--- src/rtl/serial_adder_pkg.sv ---
// Shared definitions for the bit-serial adder: FSM state encoding and a
// small helper that tells whether a state may accept a new start request.
package serial_adder_pkg;

    typedef enum logic [1:0] {
        IDLE = 2'b00,
        RUN  = 2'b01,
        DONE = 2'b10
    } state_t;

    // A new operation may only begin when no addition is in flight.
    function automatic logic canAccept(input state_t s);
        return (s == IDLE) || (s == DONE);
    endfunction

endpackage

--- src/rtl/fa_cell.sv ---
// Combinational one-bit full adder; the only arithmetic in the serial adder.
module fa_cell (
    input  logic a,
    input  logic b,
    input  logic cin,
    output logic s,
    output logic co
);

    logic w_halfSum;

    // Sum and carry of a single bit position.
    always_comb begin
        w_halfSum = a ^ b;
        s         = w_halfSum ^ cin;
        co        = (a & b) | (cin & w_halfSum);
    end

endmodule

--- src/rtl/serial_adder.sv ---
// Bit-serial WIDTH-bit adder: operands are loaded in parallel, added LSB-first
// through one full-adder cell with a carry flop, and the parallel result is
// published with a one-cycle done pulse. The previous result stays on sum/cout
// while the next addition runs.
module serial_adder
    import serial_adder_pkg::*;
#(
    parameter int WIDTH = 8
) (
    input  logic             clk,
    input  logic             rst,
    input  logic             start,
    input  logic [WIDTH-1:0] a,
    input  logic [WIDTH-1:0] b,
    input  logic             cin,
    output logic             busy,
    output logic             done,
    output logic [WIDTH-1:0] sum,
    output logic             cout
);

    localparam int             CW   = $clog2(WIDTH);
    localparam logic [CW-1:0]  LAST = CW'(WIDTH - 1);

    state_t           r_state;
    logic [WIDTH-1:0] r_shiftA;
    logic [WIDTH-1:0] r_shiftB;
    logic [WIDTH-1:0] r_partial;
    logic             r_carry;
    logic [CW-1:0]    r_count;
    logic             r_busy;
    logic             r_done;
    logic [WIDTH-1:0] r_sum;
    logic             r_cout;

    state_t           w_nextState;
    logic             w_accept;
    logic             w_lastBit;
    logic             w_cellSum;
    logic             w_cellCarry;

    fa_cell u_faCell (
        .a   (r_shiftA[0]),
        .b   (r_shiftB[0]),
        .cin (r_carry),
        .s   (w_cellSum),
        .co  (w_cellCarry)
    );

    // Decide the next FSM state; start is only honoured outside RUN.
    always_comb begin
        w_accept    = start && canAccept(r_state);
        w_lastBit   = (r_state == RUN) && (r_count == LAST);
        w_nextState = r_state;
        case (r_state)
            IDLE:    w_nextState = w_accept ? RUN : IDLE;
            RUN:     w_nextState = w_lastBit ? DONE : RUN;
            DONE:    w_nextState = w_accept ? RUN : IDLE;
            default: w_nextState = IDLE;
        endcase
    end

    // State, datapath shift registers, carry flop and registered outputs.
    always_ff @(posedge clk) begin
        if (rst) begin
            r_state   <= IDLE;
            r_shiftA  <= '0;
            r_shiftB  <= '0;
            r_partial <= '0;
            r_carry   <= 1'b0;
            r_count   <= '0;
            r_busy    <= 1'b0;
            r_done    <= 1'b0;
            r_sum     <= '0;
            r_cout    <= 1'b0;
        end else begin
            r_state <= w_nextState;
            r_busy  <= (w_nextState == RUN);
            r_done  <= w_lastBit;

            if (w_accept) begin
                r_shiftA  <= a;
                r_shiftB  <= b;
                r_carry   <= cin;
                r_count   <= '0;
                r_partial <= '0;
            end else if (r_state == RUN) begin
                r_shiftA  <= {1'b0, r_shiftA[WIDTH-1:1]};
                r_shiftB  <= {1'b0, r_shiftB[WIDTH-1:1]};
                r_carry   <= w_cellCarry;
                r_partial <= {w_cellSum, r_partial[WIDTH-1:1]};
                if (w_lastBit) begin
                    r_count <= '0;
                    r_sum   <= {w_cellSum, r_partial[WIDTH-1:1]};
                    r_cout  <= w_cellCarry;
                end else begin
                    r_count <= r_count + CW'(1);
                end
            end
        end
    end

    assign busy = r_busy;
    assign done = r_done;
    assign sum  = r_sum;
    assign cout = r_cout;

endmodule
--- config.mk ---
export PLATFORM = sky130hd
export DESIGN_NAME = serial_adder
export DESIGN_NICKNAME = d
export VERILOG_FILES = /design/src/rtl/serial_adder_pkg.sv /design/src/rtl/fa_cell.sv /design/src/rtl/serial_adder.sv
export SDC_FILE = /design/constraint.sdc
export NUM_CORES = 1
export LEC_CHECK = 0
export BUFFER_PORTS_ARGS = -buffer_cell sky130_fd_sc_hd__buf_4
export CAP_MARGIN = 20
export CORE_MARGIN = 1
export CORE_UTILIZATION = 44
export CTS_CLUSTER_DIAMETER = 150
export CTS_CLUSTER_SIZE = 24
export DETAILED_ROUTE_END_ITERATION = 12
export HOLD_SLACK_MARGIN = 0.05
export PLACE_DENSITY_LB_ADDON = 0.05
export REMOVE_ABC_BUFFERS = 1
export SKIP_LAST_GASP = 1
export SLEW_MARGIN = 30
export SYNTH_ARGS = -nofsm -noshare
export SYNTH_HDL_FRONTEND = slang
export SYNTH_HIERARCHICAL = 1
export SYNTH_SLANG_ARGS = --single-unit
--- constraint.sdc ---
create_clock -name clk -period 1.8 [get_ports clk]
set_input_delay 0.36 -clock clk [delete_from_list [all_inputs] [get_ports clk]]
set_output_delay 0.36 -clock clk [all_outputs]
set_load 0.01 [all_outputs]
Word level (Yosys, flattened, before mapping)
Index checks and enable logic that the tools add are counted.
{"block": "op_classes", "n_eq_ne": 4, "addsub": 1, "mux": 10, "reduce_logical": 8, "bitwise": 6}
{"cell": "2-to-1 mux 8 bit", "n": 4}
{"cell": "equality test 2 x 1 -> 1 bit, second input constant", "n": 2}
{"cell": "case mux 2 bit (2 select lines)", "n": 1}
{"cell": "OR reduction 2 bit", "n": 2}
{"cell": "adder 3 x 1 -> 3 bit, second input constant", "n": 1}
{"cell": "equality test 3 bit, second input constant", "n": 1}
{"cell": "2-to-1 mux 1 bit", "n": 3}
{"cell": "2-to-1 mux 3 bit", "n": 1}
{"cell": "AND reduction 3 bit", "n": 1}
{"cell": "bitwise AND 1 bit", "n": 2}
{"cell": "equality test 2 bit, second input constant", "n": 1}
{"cell": "logical AND 1 bit", "n": 2}
{"cell": "logical NOT 2 bit", "n": 1}
{"cell": "2-to-1 mux 2 bit", "n": 1}
{"cell": "nonzero test 2 bit", "n": 1}
{"cell": "bitwise XOR 1 bit", "n": 2}
{"cell": "logical OR 1 bit", "n": 1}
{"cell": "NOT 1 bit", "n": 1}
{"cell": "bitwise OR 1 bit", "n": 1}
{"block": "word_totals", "inputBits": 20, "output_inout_bits": 11, "ff_bits": 41, "wordCells": 39}

Depth between registers and ports, before layout
{"block": "depth", "depth_word": 6, "depth_mapped": 6, "mapped_depth_nobuf": 5}

Modules after synthesis
The synthesis kept the hierarchy.
{"module": "serial_adder", "cells_per_inst": 181, "instances": 1, "area_per_inst_um2": 1562.7}
{"module": "fa_cell", "cells_per_inst": 1, "instances": 1, "area_per_inst_um2": 20.0}

Worst setup path after synthesis
No wires, ideal clock.
{"block": "synth_timing", "path_type": "register to register", "from": "register r_count[0]", "to": "register r_cout, in the netlist cout", "t_arrival_ns": 1.242, "setup_time_ns": 0.071, "path_stages_with_launch": 7, "setup_slack_ns": 0.488, "synth_period_minus_slack_ns": 1.312, "path_cell_list": "dfxtp_1 -> ha_1 -> ha_1 -> nand3b_1 -> clkbuf_1 -> nand2_1 -> a21oi_1"}
{"block": "synth_via", "elab_chain_len": 3}
{"item": "from (decl)", "line_no": "serial_adder.sv:30", "source": "logic [CW-1:0] r_count;"}
{"item": "from (signal assigned)", "line_no": "serial_adder.sv:97", "source": "r_count <= r_count + CW'(1);"}
{"item": "equality test 3 bit", "line_no": "serial_adder.sv:53", "source": "w_lastBit = (r_state == RUN) && (r_count == LAST);"}
{"item": "logical AND 1 bit", "line_no": "serial_adder.sv:53"}
{"item": "AND reduction 3 bit (no source line)"}
{"item": "to (signal assigned)", "line_no": "serial_adder.sv:95", "source": "r_cout <= w_cellCarry;"}
{"item": "to (decl)", "line_no": "serial_adder.sv:34", "source": "logic r_cout;"}
Every way passes these cells.
A chain may end at the register's enable or synchronous reset.

Final worst setup path
{"block": "layout_timing", "from": "register r_count[0]", "to": "register r_sum[7], in the netlist sum[7]"}
{"block": "layout_via", "elab_chain_len": 3}
{"item": "equality test 3 bit", "line_no": "serial_adder.sv:53"}
{"item": "logical AND 1 bit", "line_no": "serial_adder.sv:53"}
{"item": "AND reduction 3 bit (no source line)"}
{"item": "to (signal assigned)", "line_no": "serial_adder.sv:94", "source": "r_sum <= {w_cellSum, r_partial[WIDTH-1:1]};"}
{"item": "to (decl)", "line_no": "serial_adder.sv:33", "source": "logic [WIDTH-1:0] r_sum;"}
Every way passes these cells.

==> run_results.csv <==
group,metric,value,unit
global_routing,grt_pass1_vias,1206,
global_routing,grt_pass1_wl,5264,µm
floorplan,die_x,61.98,µm
synth,syn_area_per_cell,8.697,µm²
route,wl_per_cell,12.25,µm
route,first_pass_iters,4,
worst_setup_path,max_stage_delay,370,ps
cts,numCtsBuffers,5,
sta,hold_viol_final,0,
worst_setup_path,cp.arrival,1670,ps
cts,cts_root_buf,"clkbuf_4",
worst_setup_path,rrSetupSlack,360,ps
global_routing,grt_overflow,0,
synth,yosysWarnings,6,
place,hpwl,2166,µm
flow_run,drv_cap,0,
cts,cts_tree,"built",
synth,synth_top_area_cell,"dfxtp_1",
synth,synth-main-ff-cell,"dfxtp_1",
synth,yosys-top-cells-area,"dfxtp_1, nand2_1, a21oi_1, nor3_1, nand3_1",
synth,yosys.area_share.simple,23.95,%
route,wl,3123,µm
worst_setup_path,reg2reg_to,"sum[7]",
worst_setup_path,required,2030,ps
synth,synth_top_family_by_area,"simple AND/OR/NAND/NOR gates",
layout,final_area,1867,µm²
worst_setup_path,end_kind,"register",
sta,period_needed,1436,ps
cts,post_cts_buffers,0,
min_path,hp-class,"in2reg",
place,globalplace.congestion,0.7609,
layout,drive_gt1_share,21.05,%
synth,synth_fa_ha_area_share,2.846,%
floorplan,io-pin-count,31,
worst_setup_path,path_cells,"ha_1 > ha_1 > nand3b_1 > nand2_1 > a21oi_1",
sta,tns,0,ps
global_routing,track_usage,19.22,%
worst_setup_path,criticalPathCategory,"reg2reg",
layout,antenna_cells,0,
synth,synth-xor-area-share,0,%
pwr,power.total,1.618,mW
pwr,p_per_area,866.7,nW/µm²
cts,clockBufferDepth,2,
cts,clkSlewWorstSetupHoldPaths,110,ps
pwr,max-vdd-ir-drop,0.0003832,V
min_path,hold_depth,3,
outcome,status,"finished clean",
min_path,holdPathEnd,"r_shiftA[1]",
global_routing,grt_max_degree,32,
cts,worstSkewPairLatency,340,ps
route,dr.first_iter.drc_count,63,
floorplan,start_util,46.70,%
synth,synthMuxAreaShare,1.265,%
pwr,leakagePower,0.7128,nW
sta,tightest_slew,443.0,ps
cts,postCtsResizedCells,0,
synth,yosys.area.top_type_share,50.59,%
cts,hold_buffers,0,
worst_setup_path,crit_top_cell,"ha_1",
sta,max_slew_margin,70.46,%
worst_setup_path,crit_path_top_delay_cell,"dfxtp_1",
synth,synth_area,1583,µm²
sta,rsz0062_at_grt,"false",
route,drc_errors,0,
layout,syn2layout_area_growth,17.94,%
place,portBuffers,30,
route,vias,1338,
synth,synthCells,182,
synth,synth.most_common_cell,"dfxtp_1",
synth,ys_top_cells_by_count,"dfxtp_1, nand2_1, a21oi_1, nor3_1, nand3_1",
worst_setup_path,critPathMaxFanout,11,
min_path,hp-start,"a[1]",
synth,async_flop_share,0,%
cts,cts_sinks,40,
synth,synth_edf_count,0,
worst_setup_path,critPathLaunchType,"register",
sta,finClkSkew,6.620,ps
route,viasPerCell,5.247,
floorplan,dieArea,3841,µm²
floorplan,rows,21,
layout,final_net_count,231,
place,dp_cells,247,
synth,ys_types,25,
sta,setup_violations,0,
global_routing,antenna_found_initial,0,
floorplan,die_h,61.98,µm
synth,ys_ff_latch,40,
worst_setup_path,r2r_cells,5,
sta,finalCritPeriodShare,79.81,%
synth,seq_area_frac_synth,50.59,%
route,detail-route-antenna-nets,0,
sta,slew_violations,0,
layout,fin_cells,255,
cts,h-tree-depth,2,
floorplan,coreArea,3390,µm²
worst_setup_path,worst_r2r_startpoint,"r_count[0]",
synth,synth-compound-area-share,14.55,%
place,placed_area,1808,µm²
sta,max_freq,696.1,MHz
worst max-delay path by stage:
stage	start	end	slack (ps)	cells after the start
floorplan	r_state[1]	r_shiftA[2]	370	3
detailed placement	r_count[0]	cout	370	5
finish	r_count[0]	sum[7]	360	5
CTS	r_count[0]	cout	330	5
global placement	r_count[0]	sum[7]	410	5
global route	r_count[0]	cout	220	5
worst max-delay path: cells and delay by family, from the launching register on:
| kind | cells | cell delay [ps] |
|---|---|---|
| AOI/OAI and AO/OA | 1 | 70 |
| adders and majority gates | 2 | 380 |
| DFF | 1 | 370 |
| and+or+nand+nor | 2 | 490 |
per-stage QoR:
stage	setup slack (ps)	utilization [%]	hold WS (ps)
after floorplan	366.9	-	427.9
after global placement	407.5	53.34	444.6
after detailed placement	368.8	53.34	450.6
after CTS	329.5	55.08	278.3
after global routing	220.5	55.08	303.6
final	363.5	55.08	290.4
cell usage in the layout (no fill, tap or decap):
master / count
ha_1: 2
o22ai_1: 7
nand3_1: 11
dfxtp_1: 40
clkbuf_4: 5
mux2i_1: 2
nor2_1: 10
o21a_1: 1
buf_4: 34
a311oi_2: 1
nand2b_1: 2
clkbuf_8: 1
and2b_1: 2
a21oi_1: 21
nand2_2: 1
a22oi_1: 2
buf_12: 1
fa_1: 1
a311oi_1: 5
nor3_1: 16
nand3b_1: 2
nand2b_2: 1
nand2_1: 38
or3_1: 1
clkbuf_1: 2
flip-flops by register name, indices dropped and copies added, names as in the netlist:
| register | cells |
|---|---|
| busy | 1 |
| cout | 1 |
| done | 1 |
| r_carry | 1 |
| r_count | 3 |
| r_partial | 7 |
| r_shiftA | 8 |
| r_shiftB | 8 |
| r_state | 2 |
| sum | 8 |
area by class of cell:
class / instances / area, µm²
fill: 328 / 1523
sequential: 40 / 800.8
multi-input combinational: 126 / 674.4
timing repair buffer: 35 / 275.3
clock buffer: 8 / 58.81
tap: 46 / 57.56
layer usage:
| layer | share of wire, % | GRT usage [%] | up-vias |
|---|---|---|---|
| met3 | 5.5 | 5.590 | 6 |
| li1 | - | - | 676 |
| met2 | 50 | 31.91 | 39 |
| met5 | 0 | 0 | - |
| met1 | 43 | 23.00 | 617 |
| met4 | 1.5 | 8.571 | 0 |
cells by family (layout without fill, tap and decap cells):
family,Yosys count,after routing
simple gates,84,84
flops,40,40
compound gates,37,37
buf+inv,16,43
fa+ha+maj,3,3
mux,2,2
power breakdown:
part / switching (mW) / internal, mW
sequential: 0.0232 / 0.926
combinational: 0.112 / 0.0936
clock: 0.270 / 0.193
total: 0.405 / 1.21
No activity file was read; power rests on OpenSTA's default activity.
